**src/rtl/decode_thread_scheduler.sv**
```systemverilog
// Round-robin scheduler feeding one decoder from per-thread instruction FIFOs.
// Define FD_SCHED_PERF_EN to add saturating stall/bubble performance counters.
module decode_thread_scheduler #(
    parameter int addressWidth            = 64,
    parameter int instructionWidth        = 32,
    parameter int PidSize                 = 20,
    parameter int TidSize                 = 16,
    parameter int instructionCounterWidth = 64,
    parameter int numThreads              = 2,
    parameter int fifoDepth               = 2
) (
    input  logic                                   clock_i,
    input  logic                                   reset_i,
    input  logic [numThreads-1:0]                  thrValid_i,
    output logic [numThreads-1:0]                  thrReady_o,
    input  logic [numThreads-1:0]                  thrFlush_i,
    input  logic [numThreads*instructionWidth-1:0] thrInstruction_i,
    input  logic [numThreads*addressWidth-1:0]     thrAddress_i,
    input  logic [numThreads*PidSize-1:0]          thrPid_i,
    input  logic [numThreads*TidSize-1:0]          thrTid_i,
    input  logic                                   stall_i,
    output logic                                   enable_o,
    output logic [instructionWidth-1:0]            instruction_o,
    output logic [addressWidth-1:0]                instructionAddress_o,
    output logic [PidSize-1:0]                     instructionPid_o,
    output logic [TidSize-1:0]                     instructionTid_o,
    output logic [instructionCounterWidth-1:0]     instructionMajId_o,
    output logic [1:0]                             threadSel_o
`ifdef FD_SCHED_PERF_EN
    ,
    output logic [31:0]                            stallCycles_o,
    output logic [31:0]                            bubbleCycles_o
`endif
);

    localparam int PTR_W   = $clog2(fifoDepth);
    localparam int CNT_W   = PTR_W + 1;
    localparam int ENTRY_W = instructionWidth + addressWidth + PidSize + TidSize;

    typedef struct packed {
        logic [instructionWidth-1:0] instruction;
        logic [addressWidth-1:0]     address;
        logic [PidSize-1:0]          pid;
        logic [TidSize-1:0]          tid;
    } entry_t;

    logic [numThreads-1:0]         nonempty;
    logic [numThreads-1:0]         eligible;
    logic [numThreads*ENTRY_W-1:0] head_flat;
    logic [1:0]                    rr_ptr;
    logic                          grant_valid;
    logic [1:0]                    grant_idx;
    entry_t                        grant_entry;
    logic                          flush_current;
    logic [instructionCounterWidth-1:0] maj_id;

    for (genvar t = 0; t < numThreads; t++) begin : g_thread
        entry_t             mem [fifoDepth];
        entry_t             in_entry;
        logic [PTR_W-1:0]   wr_ptr;
        logic [PTR_W-1:0]   rd_ptr;
        logic [CNT_W-1:0]   count;
        logic               push;
        logic               pop;

        assign in_entry = {thrInstruction_i[t*instructionWidth +: instructionWidth],
                           thrAddress_i[t*addressWidth +: addressWidth],
                           thrPid_i[t*PidSize +: PidSize],
                           thrTid_i[t*TidSize +: TidSize]};

        assign thrReady_o[t] = (count != CNT_W'(fifoDepth));
        assign nonempty[t]   = (count != '0);
        assign eligible[t]   = !stall_i && !thrFlush_i[t] && nonempty[t];
        // Flush wins over both a push and a pop on this thread.
        assign push          = thrValid_i[t] && thrReady_o[t] && !thrFlush_i[t];
        assign pop           = grant_valid && (grant_idx == 2'(t));
        assign head_flat[t*ENTRY_W +: ENTRY_W] = mem[rd_ptr];

        always_ff @(posedge clock_i) begin
            if (push) begin
                mem[wr_ptr] <= in_entry;
            end
        end

        always_ff @(posedge clock_i or posedge reset_i) begin
            if (reset_i) begin
                wr_ptr <= '0;
                rd_ptr <= '0;
                count  <= '0;
            end else if (thrFlush_i[t]) begin
                wr_ptr <= '0;
                rd_ptr <= '0;
                count  <= '0;
            end else begin
                if (push) begin
                    wr_ptr <= wr_ptr + PTR_W'(1);
                end
                if (pop) begin
                    rd_ptr <= rd_ptr + PTR_W'(1);
                end
                if (push && !pop) begin
                    count <= count + CNT_W'(1);
                end else if (pop && !push) begin
                    count <= count - CNT_W'(1);
                end
            end
        end
    end

    // Search starts one past the last granted thread and wraps around.
    always_comb begin
        grant_valid = 1'b0;
        grant_idx   = '0;
        for (int i = 1; i <= numThreads; i++) begin
            for (int t = 0; t < numThreads; t++) begin
                if (!grant_valid && eligible[t] && (t == (int'(rr_ptr) + i) % numThreads)) begin
                    grant_valid = 1'b1;
                    grant_idx   = 2'(t);
                end
            end
        end
    end

    always_comb begin
        grant_entry   = '0;
        flush_current = 1'b0;
        for (int t = 0; t < numThreads; t++) begin
            if (grant_idx == 2'(t)) begin
                grant_entry = head_flat[t*ENTRY_W +: ENTRY_W];
            end
            if ((threadSel_o == 2'(t)) && thrFlush_i[t]) begin
                flush_current = 1'b1;
            end
        end
    end

    // A flush of the thread on the outputs retracts it even while stalled.
    always_ff @(posedge clock_i or posedge reset_i) begin
        if (reset_i) begin
            enable_o             <= 1'b0;
            instruction_o        <= '0;
            instructionAddress_o <= '0;
            instructionPid_o     <= '0;
            instructionTid_o     <= '0;
            instructionMajId_o   <= '0;
            threadSel_o          <= '0;
            maj_id               <= '0;
            rr_ptr               <= 2'(numThreads - 1);
        end else if (!stall_i) begin
            if (grant_valid) begin
                enable_o             <= 1'b1;
                instruction_o        <= grant_entry.instruction;
                instructionAddress_o <= grant_entry.address;
                instructionPid_o     <= grant_entry.pid;
                instructionTid_o     <= grant_entry.tid;
                instructionMajId_o   <= maj_id;
                threadSel_o          <= grant_idx;
                maj_id               <= maj_id + instructionCounterWidth'(1);
                rr_ptr               <= grant_idx;
            end else begin
                enable_o <= 1'b0;
            end
        end else if (flush_current) begin
            enable_o <= 1'b0;
        end
    end

`ifdef FD_SCHED_PERF_EN
    logic all_empty;
    assign all_empty = ~|nonempty;

    always_ff @(posedge clock_i or posedge reset_i) begin
        if (reset_i) begin
            stallCycles_o  <= '0;
            bubbleCycles_o <= '0;
        end else begin
            if (stall_i && enable_o && (stallCycles_o != '1)) begin
                stallCycles_o <= stallCycles_o + 32'd1;
            end
            if (!stall_i && all_empty && (bubbleCycles_o != '1)) begin
                bubbleCycles_o <= bubbleCycles_o + 32'd1;
            end
        end
    end
`endif

endmodule

```
**config.mk**
```make
export PLATFORM = sky130hd
export DESIGN_NAME = decode_thread_scheduler
export DESIGN_NICKNAME = d
export VERILOG_FILES = /design/src/rtl/decode_thread_scheduler.sv
export SDC_FILE = /design/constraint.sdc
export NUM_CORES = 1
export LEC_CHECK = 0
export CORE_MARGIN = 4
export CORE_UTILIZATION = 54
export CTS_CLUSTER_SIZE = 40
export DETAILED_ROUTE_END_ITERATION = 12
export MAX_ROUTING_LAYER = met4
export PLACE_DENSITY = 0.8
export SYNTH_ARGS = -nofsm -noshare
export SYNTH_HDL_FRONTEND = slang
export SYNTH_SLANG_ARGS = --single-unit
```
**constraint.sdc**
```tcl
create_clock -name clock_i -period 12.15 [get_ports clock_i]
set_input_delay 1.215 -clock clock_i [delete_from_list [all_inputs] [get_ports clock_i]]
set_output_delay 1.215 -clock clock_i [all_outputs]
set_load 0.02 [all_outputs]
```
# Word-level counts from Yosys, hierarchy flattened
# Memory sizes are Yosys's and may differ from the RTL's.
# Index checks and enable logic that the tools add are counted.
[classes] mux=32 bitwise=3 n_addsub=11 n_reduce_logical=46 n_eq_ne=7
[ops] op="$mux 132" count=2
[ops] op="$add 64x1->64 const B" count=1
[ops] op="$logic_not 32->1" count=2
[ops] op="$logic_and 1x1->1" count=23
[ops] op="$mux 1" count=22
[ops] op="$mux 2" count=8
[ops] op="$reduce_bool 2->1" count=6
[ops] op="$logic_not 1->1" count=10
[ops] op="$add 1x1->1 const B" count=6
[ops] op="$reduce_bool 3->1" count=2
[ops] op="$add 2x1->2 const B" count=2
[ops] op="$eq 2x1->1 const B" count=2
[ops] op="$eq 2x2->1 const A" count=2
[ops] op="$logic_not 2->1" count=2
[ops] op="$ne 2x2->1 const B" count=2
[ops] op="$sub 2x1->2 const B" count=2
[ops] op="$and 1x1->1 const A" count=2
[ops] op="$ne 2x1->1 const B" count=1
[ops] op="$reduce_and 2->1" count=1
[ops] op="$not 1->1" count=1
[totals] in_bits=271 regBits=272 out_inout_bits=201 word_cells=116 mem_bits_rw=528 n_memories=2
[mem_list] memory="g_thread[0].mem" words=2 word_bits=132 rd=1 rd_clocked_by_memory_dff=0 write_ports=1 line="58" rtl="entry_t mem [fifoDepth];"
[mem_list] memory="g_thread[1].mem" words=2 word_bits=132 rd=1 rd_clocked_by_memory_dff=0 write_ports=1 line="58"

# Longest topological paths before layout
[logic_depth] depth_word=23 mapped_depth=9 ltp_nobuf=5

# Worst setup path after synthesis
# OpenSTA, ideal clock, no wires.
[synth_timing] path_type="in2reg" start="input thrFlush_i[1]" end="memory g_thread[1].mem[1][0] (netlist name), enable pin" required_ns=11.338 path_buffers=1 cell_stages=2 setup_ns=0.812 setup_slack_ns=0.351 t_arrival_ns=10.987 cell_sequence="clkbuf_1 > nor3b_1"
[synth_between] elab_chain_len=4
[synth_rtl] item="start, declared" line="16" rtl="input logic [numThreads-1:0] thrFlush_i,"
[synth_rtl] item="$logic_not 1->1" line="75" rtl="assign push = thrValid_i[t] && thrReady_o[t] && !thrFlush_i[t];"
[synth_rtl] item="$logic_and 1x1->1" line="75"
[synth_rtl] item="$mux 1" line="80" rtl="if (push) begin"
[synth_rtl] item="$mux 1 (not written as such)" line="81" rtl="mem[wr_ptr] <= in_entry;"
[synth_rtl] item="end, declared" line="58"
# No other way between the ends.

# Worst setup path after layout
[layout_timing] start="input thrFlush_i[1]" end="register instructionAddress_o[1]"
[layout_between] elab_chain_len=17 word_cells_on_any_way=22 classes_between="eq/ne (1); mux (8); reduce/logical (13)"
[layout_rtl] item="$logic_not 1->1 (*)" line="73" rtl="assign eligible[t] = !stall_i && !thrFlush_i[t] && nonempty[t];"
[layout_rtl] item="$logic_and 1x1->1 (*) (2 in series)" line="73"
[layout_rtl] item="$logic_and 1x1->1 (2 in series)" line="116" rtl="if (!grant_valid && eligible[t] && (t == (int'(rr_ptr) + i) % numThreads)) begin"
[layout_rtl] item="$mux 1" line="116"
[layout_rtl] item="$logic_not 1->1" line="116"
[layout_rtl] item="$logic_and 1x1->1 (2 in series)" line="116"
[layout_rtl] item="$mux 1" line="116"
[layout_rtl] item="$logic_not 1->1" line="116"
[layout_rtl] item="$logic_and 1x1->1 (2 in series)" line="116"
[layout_rtl] item="$mux 2" line="116"
[layout_rtl] item="$logic_not 2->1" line="128" rtl="if (grant_idx == 2'(t)) begin"
[layout_rtl] item="$mux 132 (2 in series)" line="128"
[layout_rtl] item="end signal, assigned" line="153" rtl="instructionAddress_o <= grant_entry.address;"
[layout_rtl] item="end, declared" line="24" rtl="output logic [addressWidth-1:0] instructionAddress_o,"
# Mark *: on every way between the ends. The rest lies on a longest branch, timed or not.
# A chain may end at the register's enable or synchronous reset.

==> metrics.cfg <==
[outcome]
status=completed

[worst_setup_path]
path_cells=clkdlybuf4s50_1, or2_1, a211o_4, buf_4, buf_4, nor2_1, a21oi_1, o21ai_0
worst_ep_required_time_ps=12610
critical_path_arrival_ps=5210
cp-start-kind=input port
worstSetupPathType=input port to register
reg2reg_depth=7
cp_slowest_cell=buf_4
crit_fanout=110
crit_family=buffers and inverters
end_kind=register
crit_path_frequent_cell=buf_4
r2r_setup_slack_ps=7950
critical_path_buf_inv_count=3
cpPeakStageDelay_ps=1010
crit_cells=8

[grt]
grt_max_degree=144
grt-ovfl-total=0
grt_util_all_layers_pct=26.3
antenna_found_initial=30
grt_pass1_vias=20000
grt_pass1_wl_um=117000

[clock_network]
cts_made_buffers=79
cts_tree=built
clockBufferDepth=3
postCtsHoldBufs=0
clock_sinks=799
worstSkewPairLatency_ps=640
htreeDepth=3
cts_resized=0
clk_pin_slew_ps=60
post_cts.repair.setup_buffers=0
cts-root-buf=clkbuf_16

[yosys]
ys_ff_latch=799
synth_area_mm2=0.0305
synth_cells=2128
synth_flop_cell=edfxtp_1
yosysSeqAreaShare_pct=74.2
avgSynthCellArea_um2=14.3
synthArstFlopShare_pct=33.9
synth_edf_count=528
yosysWarnings=0
syn_nets=2400
synth_cell_types=48

[cells_and_area]
drive_above_1_share_pct=10.8
final_nets=2866
area.sequential_mm2=0.0226
fill_cells=3694
multi_input_area_mm2=0.00748
stdcell_count=3441
syn_to_final_growth_pct=27.2

[place]
numPortBuffers=470
place_ws_ps=6820
place_congestion=0.859
dp_hpwl_um=49700
dp_cells=3261

[floorplanning]
start_util_pct=55.0
fp.dieW_um=246
core-area_mm2=0.0555
io_pins=472
dieArea_mm2=0.0604
row_count=86
die_y_um=246

[timing]
hold_viol=0
min_period_ps=4760
max_freq_mhz=210
fin_skew_ps=22.1
worst_pin_slew_ps=1240
fin_crit_sh_pct=39.1
fin_setup_tns_ps=0
max_slew_margin_pct=17.4
drv_slew=0
worst_slack_ps=7390
rsz0062_at_grt=false
finalSetupViolCount=0
worst_hold_slack_ps=468

[route]
drc=0
drt_iter0_markers=1395
viasPerCell=5.53
post_drt_wl_per_cell_um=22.6
drt_wl_total_um=77900
antenna_left=0
num_vias=19000
drt_first_pass_iters=5

[hold_path]
holdPathStages=2
hold_path_class=register to register

[flow_run]
cap_violations=0

[pwr]
power_mw=7.87
p_per_area_mw_per_mm2=203
vdd_drop_max_uv=169
p_leak_nw=14.5

## worst min-delay path: cells and delay by family, from the launching register on
kind          cells  cell delay, ps
flops             1             340
simple gates      2             100
## state kept, by name, summed over array words and instances, names as in the netlist, 2 cells and up
name and count:
instructionPid_o 20, g_thread.mem 528, instruction_o 32, g_thread.rd_ptr 2, instructionTid_o 16, g_thread.wr_ptr 2, instructionMajId_o 64, instructionAddress_o 64
maj_id 64, g_thread.count 4
## final cells by class
class / count / share of cell area, %
Antenna cell: 33 / 0.213
Multi-Input combinational cell: 1207 / 19.3
Clock inverter: 39 / 1.26
Inverter: 12 / 0.135
Sequential cell: 799 / 58.3
Timing Repair Buffer: 495 / 12.6
Tap cell: 748 / 2.41
Clock buffer: 108 / 5.79
## worst paths after layout
| kind | to | from |
|---|---|---|
| max in group asynchronous | g_thread[0].rd_ptr | reset_i |
| min | instructionMajId_o[47] | instructionMajId_o[47] |
| max | instructionAddress_o[1] | thrFlush_i[1] |
| min reg2reg | instructionMajId_o[47] | instructionMajId_o[47] |
| max reg2reg | instructionAddress_o[1] | g_thread[1].count[0] |
| min in group asynchronous | instruction_o[20] | reset_i |
## per-stage QoR
step                cell area (µm²)  utilization (%)
CTS                           38800             69.8
finish                        38800             70.0
detailed placement            36000             64.9
global placement              36000             64.9
global route                  38800             69.9
floorplan                     30500                -
## cell usage after synthesis (all sizes together), types with 2 or more instances
cell type	n	area, µm²
buf	10	55.1
nor3b	2	15.0
nor4b	2	32.5
xnor2	36	315
clkbuf	100	375
or3	4	25.0
xor2	35	307
and3	3	18.8
nor3	24	120
nand3	36	185
dfrtp	270	6760
nand2b	2	12.5
a21oi	115	576
nor2	144	541
mux2i	151	1510
nand4	14	93.8
a211oi	3	22.5
o21ai	124	621
o221ai	17	149
edfxtp	528	15900
inv	12	45.0
nand2	353	1330
mux2	115	1290
nor4	12	126
## cell families (layout without fill, tap and decap cells)
group           Yosys count  in the layout  synth area share (%)
compound gates          267            267                  4.70
simple gates            601            601                  8.31
fa+ha+maj                 1              1                0.0410
mux                     266            266                  9.19
flops                   799            799                  74.2
other cells               1             34                0.0123
buf+inv                 122            654                  1.56
xor+xnor                 71             71                  2.04
## cell usage in the layout (no fill, tap or decap), types with 4 or more instances in the layout
cell type and instances:
mux2_2 115, nand4_1 13, nor3_1 22, inv_1 11
nand3_1 35, or3_1 4, bufinv_16 9, clkinv_2 12
clkbuf_16 81, nor4_1 8, xor2_1 35, clkdlybuf4s50_1 470
o21ai_0 124, diode_2 33, buf_4 24, clkinvlp_4 4
mux2i_1 151, clkbuf_8 12, nor2_1 144, dfrtp_1 268
clkinv_1 7, edfxtp_1 528, a21oi_1 115, nand2_1 353
clkbuf_1 15, o221ai_1 17, xnor2_1 36
## routing by layer
metal | track usage, % | share of wire [%] | vias up | wire length (µm)
met4 | 8.76 | 2.9 | 0 | 2290
met2 | 44.2 | 52 | 737 | 40200
met5 | - | 0 | - | 0
met1 | 30.4 | 37 | 9503 | 28700
met3 | 8.13 | 8.6 | 139 | 6710
li1 | - | - | 8651 | -
## report_power, final
part | leakage (nW) | switching, mW | internal [mW]
clock | 1.34 | 1.04 | 1.50
sequential | 8.35 | 0.254 | 3.31
combinational | 4.77 | 1.02 | 0.744
total | 14.5 | 2.32 | 5.56
Power figures use the tool's default switching activity.
==> RTL edit: new RTL, config.mk and constraints unchanged <==
Build with the macro `FD_SCHED_PERF_EN` defined.
--- a/src/rtl/decode_thread_scheduler.sv
+++ b/src/rtl/decode_thread_scheduler.sv
@@ -2,2 +2,4 @@
 // Define FD_SCHED_PERF_EN to add saturating stall/bubble performance counters.
+`define FD_SCHED_PERF_EN
+
 module decode_thread_scheduler #(
New outputs: bubbleCycles_o and stallCycles_o. Check against the original RTL: not settled (the Yosys comparison gave no result); the edit may change what the design does.
==> RTL edit against the original RTL <==
Register-to-register slack got worse by 0.12 ns. Final area rose by 13%. Area after synthesis rose by 14%. Sequential cell count rose by 64. Power rose by 17%. Combinational power rose by 44%. Non-clock buffer count rose by 65. Setup slack got worse by 0.28 ns. Wire length rose by 20%. Critical path type unchanged.
==> RTL edit: results (changes against the original RTL) <==
- Inst Count DP: 3,862 (+18%)
- Max VDD drop: 0.152 mV (-10%)
- Critical path's largest stage delay: 0.80 ns (-0.21 ns)
- Initial antenna violation count: 33 (+10%)
- Non-Filler Instances: 4,058 (+18%)
- CP Max Fanout: 86 (-22%)
- M1 GR Usage: 33.6% (+3.2 points)
- WL final: 93,400 µm (+20%)
- R2r setup slk: 7.83 ns (-0.12 ns)
- Mapped Cells: 2,601 (+22%)
- RePlAce Congestion: 0.849 (-1.2%)
- Vias per cell: 5.80 (+4.8%)
- Number of port buffers: 534 (+14%)
- CTS Buf Count: 88 (+11%)
- Syn_nets: 2,875 (+20%)
- P_leak: 16.0 nW (+11%)
- GR Layer Usage met3: 6.90% (-1.2 points)
- Slew @ Worst Pin: 1.15 ns (-0.0885 ns)
- Compound-gate portion of the synthesized area: 6.37% (+1.7 points)
- Outcome: finished clean
- Synth area leaders: edfxtp_1 45%, dfrtp_1 24%, mux2i_1 7.6%
- Sequential share of the synthesized area: 69.4% (-4.7 points)
- Fill count: 4,247 (+15%)
- Post-layout nets: 3,380 (+18%)
- Post-DP HPWL: 58,700 µm (+18%)
- Vias in the first global route: 23,900 (+20%)
- Placed instance area: 41,000 µm² (+14%)
- Min-delay src: instructionMajId_o[63]
RTL edit: cell count changes after synthesis, sizes merged, moves of 17 or more:
cell | unedited run | this run
xnor2 | 36 | 75
a211oi | 3 | 269
dfrtp | 270 | 334
o21ai | 124 | 17
nor2 | 144 | 311
nand4 | 14 | 50
xor2 | 35 | 57
buf | 10 | 47
o221ai | 17 | 0
mux2i | 151 | 265
mux2 | 115 | 4
a21oi | 115 | 1
RTL edit: cell families (layout without fill, tap and decap cells):
family / count (synthesis) / after routing
and+or+nand+nor: 867 / 867
other: 1 / 34
DFF: 863 / 863
adders and majority gates: 3 / 3
xor gates and xnor gates: 132 / 132
muxes: 269 / 269
AOI/OAI and AO/OA: 298 / 298
buffers and inverters: 168 / 746
RTL edit: layout make-up:
type                    count  share of cell area [%]
multi-input cells        1570                    22.9
flip-flops and latches    863                    55.1
inverters                  23                   0.213
clock buffers             129                    5.69
well taps                 846                    2.40
clock inverters            34                   0.940
diodes                     33                   0.188
repair buffers            560                    12.6
RTL edit: per-stage QoR:
| stage | util, % | setup WS [ns] |
|---|---|---|
| 6_report | 69.3 | 7.11 |
| 5_1_grt | 69.3 | 6.94 |
| 4_1_cts | 69.2 | 7.19 |
| 3_5_place_dp | 64.6 | 6.49 |
| 3_3_place_gp | 64.6 | 6.60 |
| 2_1_floorplan | - | 0.366 |
RTL edit: layer usage:
metal | vias to the layer above | wire [µm]
li1 | 10500 | -
met1 | 11700 | 35800
met2 | 1062 | 46000
met3 | 183 | 8200
met4 | 0 | 3420
met5 | - | 0
RTL edit: worst register-to-register path, delay by kind of cell (launching register included):
family,cells,cell delay (ns)
AO/OA/AOI/OAI,1,0.43
buffers and inverters,3,2.09
flip-flops,1,0.46
AND/OR/NAND/NOR,4,1.17
RTL edit: how the worst min path moves through the flow:
stage / endpoint / slack [ns]
5_1_grt: instructionMajId_o[22] / 0.49
6_report: instructionMajId_o[63] / 0.47
2_1_floorplan: maj_id[63] / 0.44
3_5_place_dp: instructionMajId_o[62] / 0.46
4_1_cts: instructionMajId_o[57] / 0.47
3_3_place_gp: instructionMajId_o[3] / 0.45
RTL edit: report_power, final:
part	switching, W	internal [W]	leakage, nW
Combinational	0.00149	0.00105	5.49
Clock	0.00113	0.00157	1.43
Sequential	0.000357	0.00363	9.08
